File: src/rtl/operand_fetch.sv
// operand_fetch: decode / operand-fetch stage between fetch and execute.
// Drives register file read addresses from the incoming instruction. Captures
// decoded fields and operands into a one-deep output register. A busy
// scoreboard of in-flight destinations stalls RAW and WAW hazards until
// writeback clears them.
// Optional feature macro: OPERAND_BYPASS_EN. When it is defined, a source
// register cleared by writeback this cycle is taken from wb_data without a
// stall. The default build waits one cycle and then reads the register file.
module operand_fetch #(
  parameter int DATA_W = 32,
  parameter int NREG   = 32,
  localparam int AW    = $clog2(NREG)
) (
  input  logic              clk,
  input  logic              rstd,
  input  logic              in_valid,
  output logic              in_ready,
  input  logic [DATA_W-1:0] in_instr,
  input  logic [DATA_W-1:0] in_pc,
  output logic [AW-1:0]     rf_raddr1,
  output logic [AW-1:0]     rf_raddr2,
  input  logic [DATA_W-1:0] rf_rdata1,
  input  logic [DATA_W-1:0] rf_rdata2,
  input  logic              wb_we,
  input  logic [AW-1:0]     wb_addr,
  input  logic [DATA_W-1:0] wb_data,
  output logic              out_valid,
  input  logic              out_ready,
  output logic [5:0]        out_op,
  output logic [5:0]        out_funct,
  output logic [AW-1:0]     out_dst,
  output logic [DATA_W-1:0] out_rs_val,
  output logic [DATA_W-1:0] out_rt_val,
  output logic [DATA_W-1:0] out_imm,
  output logic [DATA_W-1:0] out_pc
);

  typedef struct packed {
    logic [5:0]        op;
    logic [5:0]        funct;
    logic [AW-1:0]     dst;
    logic [DATA_W-1:0] rsVal;
    logic [DATA_W-1:0] rtVal;
    logic [DATA_W-1:0] imm;
    logic [DATA_W-1:0] pc;
  } stageT;

  logic [5:0]      op;
  logic [AW-1:0]   rs, rt, rd, dst;
  logic            usesRt;
  logic [NREG-1:0] busy, setMask, clrMask;
  logic            wbClr, rsFwd, rtFwd, rsBusy, rtBusy, hazard, accept;
  stageT           nxt, outQ;

  assign op        = in_instr[31:26];
  assign rs        = in_instr[25:21];
  assign rt        = in_instr[20:16];
  assign rd        = in_instr[15:11];
  assign rf_raddr1 = rs;
  assign rf_raddr2 = rt;

  // Destination and rt-usage decode; rd/rt of 0 naturally decodes to "no write"
  always_comb begin
    dst = '0;
    case (op)
      6'h00:                      dst = rd;
      6'h08, 6'h09, 6'h0A, 6'h0B,
      6'h0C, 6'h0D, 6'h0E, 6'h0F,
      6'h23:                      dst = rt;
      default:                    dst = '0;
    endcase
    usesRt = (op == 6'h00) || (op == 6'h04) || (op == 6'h05) || (op == 6'h2B);
  end

  // Register 0 is never tracked, so a write to it never clears anything
  assign wbClr = wb_we && (wb_addr != '0);

`ifdef OPERAND_BYPASS_EN
  // Source being retired this cycle: forward wb_data instead of stalling
  assign rsFwd = wbClr && (wb_addr == rs) && busy[rs];
  assign rtFwd = wbClr && (wb_addr == rt) && busy[rt];
`else
  assign rsFwd = 1'b0;
  assign rtFwd = 1'b0;
`endif

  assign rsBusy = busy[rs] & ~rsFwd;
  assign rtBusy = busy[rt] & ~rtFwd;
  // WAW uses the raw busy bit so a register never has two writes outstanding
  assign hazard = in_valid & (rsBusy | (usesRt & rtBusy) | ((dst != '0) & busy[dst]));
  assign in_ready = rstd & ~hazard & (~out_valid | out_ready);
  assign accept   = in_valid & in_ready;

  // Next output-register contents; register 0 reads as zero whatever the file says
  always_comb begin
    nxt       = '0;
    nxt.op    = op;
    nxt.funct = in_instr[5:0];
    nxt.dst   = dst;
    nxt.rsVal = (rs == '0) ? '0 : (rsFwd ? wb_data : rf_rdata1);
    nxt.rtVal = (rt == '0) ? '0 : (rtFwd ? wb_data : rf_rdata2);
    nxt.imm   = {{(DATA_W-16){in_instr[15]}}, in_instr[15:0]};
    nxt.pc    = in_pc;
  end

  // Scoreboard set/clear masks for this cycle
  always_comb begin
    setMask = '0;
    clrMask = '0;
    if (accept && (dst != '0)) setMask[dst] = 1'b1;
    if (wbClr)                 clrMask[wb_addr] = 1'b1;
  end

  // Busy scoreboard: set applied after clear so an issue beats a same-cycle writeback
  always_ff @(posedge clk or negedge rstd) begin
    if (!rstd) busy <= '0;
    else       busy <= (busy & ~clrMask) | setMask;
  end

  // Output pipeline register; contents frozen while execute back-pressures
  always_ff @(posedge clk or negedge rstd) begin
    if (!rstd) begin
      outQ      <= '0;
      out_valid <= 1'b0;
    end else if (accept) begin
      outQ      <= nxt;
      out_valid <= 1'b1;
    end else if (out_ready) begin
      out_valid <= 1'b0;
    end
  end

  assign out_op     = outQ.op;
  assign out_funct  = outQ.funct;
  assign out_dst    = outQ.dst;
  assign out_rs_val = outQ.rsVal;
  assign out_rt_val = outQ.rtVal;
  assign out_imm    = outQ.imm;
  assign out_pc     = outQ.pc;

endmodule

File: config.mk
export PLATFORM = sky130hd
export DESIGN_NAME = operand_fetch
export DESIGN_NICKNAME = d
export VERILOG_FILES = /design/src/rtl/operand_fetch.sv
export SDC_FILE = /design/constraint.sdc
export NUM_CORES = 1
export LEC_CHECK = 0
export ABC_AREA = 1
export BUFFER_PORTS_ARGS = -buffer_cell sky130_fd_sc_hd__buf_2
export CELL_PAD_IN_SITES_DETAIL_PLACEMENT = 0
export CELL_PAD_IN_SITES_GLOBAL_PLACEMENT = 1
export CORE_UTILIZATION = 31
export DETAILED_ROUTE_END_ITERATION = 8
export HOLD_SLACK_MARGIN = 0.1
export PLACE_DENSITY = 0.82
export SETUP_SLACK_MARGIN = 0.02
export SLEW_MARGIN = 20
export SYNTH_ARGS = -nofsm -noshare
export SYNTH_HDL_FRONTEND = slang
export SYNTH_SLANG_ARGS = --single-unit
File: constraint.sdc
create_clock -name clk -period 1.8 [get_ports clk]
set_clock_uncertainty 0.1 [all_clocks]
set_input_delay 0.18 -clock clk [delete_from_list [all_inputs] [get_ports clk]]
set_output_delay 0.18 -clock clk [all_outputs]
set_load 0.005 [all_outputs]
# Word level (Yosys, flattened, before mapping)
# Index checks and enable logic that the tools add are counted.
# totals
ff_bits	162
latchBits	0
ramBits	0
rom_bits	0
inputBits	170
output_inout_bits	157
word_cells	72
memories	0
# classes
addsub	0
multipliers	0
n_div	0
order_cmp	6
n_eq_ne	12
shift	0
n_mux	17
bitwise_logic	14
n_reduce_logical	14
# op_table
operator	count
$mux 32	4
$eq 6x4->1 const B	8
$and 32x32->32	1
$not 32->32	1
$or 32x32->32	1
$lt 5x6->1 const B	4
$bmux 1 s5	3
$eq 6x3->1 const B	2
$eq 6x6->1 const B	2
$demux 1 s5	2
$ge 5x1->1 const B	2
$logic_not 5->1	2
$pmux 5 s2	1
$reduce_bool 5->1	2
$reduce_or 9->1	1
$mux 1	7
$and 1x1->1	6
$logic_not 6->1	1
$logic_and 1x1->1	4
$logic_or 1x1->1	3
$or 1x1->1	3
$not 1->1	2
$reduce_bool 2->1	1

# Logic depth before layout (Yosys ltp)
# depth
word_depth	15
mapped_depth	20
mapped_depth_nobuf	18

# Worst setup path before layout
# Ideal clock, no wire load.
# synth_timing
kind	input to register
from	input in_instr[16]
to	register outQ, in the netlist out_pc[25]
setup_time_ns	0.130
arrival_time_ns	1.850
required_time_ns	1.570
slack_ns	-0.280
path_stages	14
path_buffers	4
path_cell_list	buf_2 buf_2 o21ai_0 a21oi_1 o21ai_0 nand3_1 a21oi_1 nor2_1 nor2_1 nand4_4 buf_6 buf_6 nand2_1 o21ai_0
# synth_via
elab_chain_len	10
elab_cells_between_ends	15
classes_between	mux (5); bitwise (9); reduce/logical (1)
# synth_lines
item	line_no	source
start: declaration	18	input logic [DATA_W-1:0] in_instr,
$pmux 5 s2 or $bmux 1 s5 (tied branches)	65, 88	
$bmux 1 s5 or $mux 1 (tied branches)	90, 88	
$mux 1 (not written as such) or $and 1x1->1 (tied branches)	90	assign hazard = in_valid & (rsBusy | (usesRt & rtBusy) | ((dst != '0) & busy[dst]));
$and 1x1->1 or $or 1x1->1 (tied branches)	90	
$or 1x1->1 *	90	
$and 1x1->1 *	90	
$not 1->1 *	91	assign in_ready = rstd & ~hazard & (~out_valid | out_ready);
$and 1x1->1 * (2 in series)	91	
$and 1x1->1 *	92	assign accept = in_valid & in_ready;
end signal: assignment	126	outQ <= nxt;
end: declaration	53	stageT nxt, outQ;
# Mark *: on every way between the ends. The rest lies on a longest branch, timed or not. The select of a mux whose other input is x is not followed.
# A chain may end at the register's enable or synchronous reset.

# Final worst setup path
# layout_timing
from	register busy[2]
to	register outQ, in the netlist out_imm[7]
# layout_via
elab_chain_len	10
elab_cells_between_ends	15
classes_between	mux (6); bitwise (9)
# layout_lines
item	line_no	source
start: declaration	51	logic [NREG-1:0] busy, setMask, clrMask;
start signal: assignment	117	else busy <= (busy & ~clrMask) | setMask;
$bmux 1 s5	88	assign rtBusy = busy[rt] & ~rtFwd;
$mux 1 (not written as such)	88	
$and 1x1->1	90	
$or 1x1->1	90	
$or 1x1->1 *	90	
$and 1x1->1 *	90	
$not 1->1 *	91	
$and 1x1->1 * (2 in series)	91	
$and 1x1->1 *	92	
# Marked as above.

==> results.toml <==
[global_route]
grt_pass1_wl_um = 43700
grt_pass1_vias = 8414
overflow = 0
grt_max_degree = 157
track_usage_pct = 21.1
grt_antenna_before_repair = 1

[sta]
tightest_slew_ns = 0.867
setup_viol = 156
hold_viol = 0
grt_setup_unrepaired = "yes"
max_freq_mhz = 408
hold_slack_ns = 0.192
layout_setup_ws_ns = -0.650
period_share_pct = 136
period_minus_slack_ns = 2.45
slew_viol_final = 0
relSlewSlack_pct = 42.2
tns_ns = -85.64

[yosys]
synth_seq_cells = 156
synthTopCellsByArea = "dfrtp_1 (48%), nand2_1 (16%), o21ai_0 (6.9%)"
synth-edff-count = 0
synth_flop_cell = "dfrtp_1"
syn_avg_cell_area_um2 = 7.96
seq_area_frac_synth_pct = 48.4
synthCells = 1013
yosys.area.top_type = "dfrtp_1"
ys_warn_count = 0
synthArstFlopShare_pct = 100
synth_cell_types = 32
yosysTopAreaCellShare_pct = 48.4
synth.most_common_cell = "nand2_1"
syn_area_mm2 = 0.00807
syn-num-nets = 1183
synth_common_cells = "nand2_1 (341), dfrtp_1 (156), o21ai_0 (111)"

[floorplanning]
rows = 58
initial_core_util_pct = 31.9
coreArea_mm2 = 0.0253
design.die.area_mm2 = 0.0267
die_w_um = 163
die_y_um = 163
ios = 327

[cts]
clk_pin_slew_ns = 0.07
h-tree-depth = 4
root_buffer = "clkbuf_16"
clockBufferDepth = 2
cts_tree = "built"
cts_num_sinks = 156
numCtsBuffers = 17
insertion_delay_ns = 0.42

[worst_setup_path]
crit_path_start_kind = "flip-flop"
crit_chain = "o21ai_0 > a211oi_2 > o21ai_2 > nand2_1 > nand2_1 > inv_2 > nor2_4 > buf_6 > buf_6 > nand4_4 > buf_12 > bufbuf_16 > nand2_1 > o21ai_1"
cpPeakStageDelay_ns = 0.43
critPathRequiredTime_ns = 2.01
critPathArrivalTime_ns = 2.66
cp_max_fo = 9
crit_top_cell = "nand2_1"
slowest_stage = "dfrtp_1"
endpoint_kind = "flip-flop"
critPathKind = "reg -> reg"

[place]
dpl.cell_count = 1662
place_area_mm2 = 0.0104
gp_congestion = 0.929
place_hpwl_um = 19700
io_buffers = 294

[worst_hold_path]
hold_path.class = "in -> reg"

[drt]
drc_errors = 0
dr.first_iter.drc_count = 607
wl_per_cell_um = 15.6
ant_nets = 0
vias = 8533
via_per_inst = 4.63
wl_um = 28700
dr.pass1.iters = 5

[power]
p_leak_uw = 0.00699
vdd_ir_drop_max_uv = 654
p_per_area_mw_per_mm2 = 935

[status]
outcome = "finished, violations left"
violations = "setup timing"

[job]
drv_cap = 0

[cells_and_area]
fin_cells = 1841
final_nets = 1668
syn2layout_area_growth_pct = 62.1
fin_util_pct = 51.6
drive_gt1_share_pct = 43.1
fin_area_mm2 = 0.0131
-- through the flow --
stage	total power (µW)	setup WS [ns]
global route	12900	-0.783
finish	12200	-0.650
floorplan	6280	-0.227
detailed placement	7770	-0.659
global placement	7700	-0.656
CTS	12000	-0.636
-- power by group --
part | internal (µW) | switching, µW | total [µW]
logic | 1860 | 1710 | 3580
registers | 4310 | 627 | 4930
clock network | 2100 | 1620 | 3720
-- worst paths after layout --
check / start / end / slack (ns) / depth (start not counted)
max: busy[2] / out_imm[7] / -0.65 / 14
min: in_instr[28] / out_op[2] / 0.19 / 5
max reg2reg: busy[2] / out_imm[7] / -0.65 / 14
min reg2reg: out_rt_val[27] / out_rt_val[27] / 0.38 / 2
max in group asynchronous: rstd / out_op[4] / 0.53 / 3
min in group asynchronous: rstd / out_valid / 0.41 / 3
-- registers in the layout, indices dropped and copies added (netlist names) --
signal	count
busy	32
out_pc	32
out_rs_val	32
out_rt_val	32
out_imm	16
out_op	6
out_dst	5
out_valid	1
-- timing repair --
item | CTS | global route
gates cloned | 7 | 2
buffers inserted | 8 | 10
endpoints found under the hold margin | 278 | 0
pin swaps | 14 | 21
hold buffers | 123 | 0
endpoints found under the setup margin | 156 | 156
resized for setup | 85 | 132
-- area by class of cell --
type                    instances  area [µm²]
repair buffers                547        4100
diodes                          1        2.50
multi-input cells             665        3640
clock buffers                  17         425
well taps                     330         413
fillers                      2344       12200
clock inverters                14         175
flip-flops and latches        156        3900
inverters                     111         420
-- logic make-up after synthesis --
family / share of synthesized area [%]
buf+inv: 12.6
flops: 48.4
compound gates: 16.9
simple gates: 22.2
-- layout by cell type (no fill, tap or decap), types with 3 or more instances in the layout --
cell type	count
a21oi_1	27
a21oi_2	6
buf_12	16
buf_16	5
buf_2	293
buf_4	95
buf_6	9
buf_8	3
clkbuf_16	19
dfrtp_1	156
dlygate4sd3_1	123
inv_1	96
inv_2	13
inv_6	6
nand2_1	268
nand2_2	55
nand2_4	21
nand3_1	31
nand3_2	5
nand3b_1	3
nor2_1	24
nor2_2	6
nor2_4	11
nor3_1	7
o211ai_1	5
o21ai_0	55
o21ai_1	59
o21ai_2	73
-- metal layers --
layer	global-route usage [%]	routed length (µm)	vias up
li1	-	-	4162
met3	3.33	1280	70
met5	0	0	-
met4	10.4	1270	0
met2	35.9	14300	303
met1	25.9	11900	3998
-- critical path: cells and delay by family, from the launching register on --
| kind | cells | cell delay, ns |
|---|---|---|
| buffers and inverters | 5 | 0.75 |
| flip-flops | 1 | 0.43 |
| AND/OR/NAND/NOR | 5 | 0.42 |
| AO/OA/AOI/OAI | 4 | 0.61 |
Note: power is estimated with default switching activity, not from simulation.
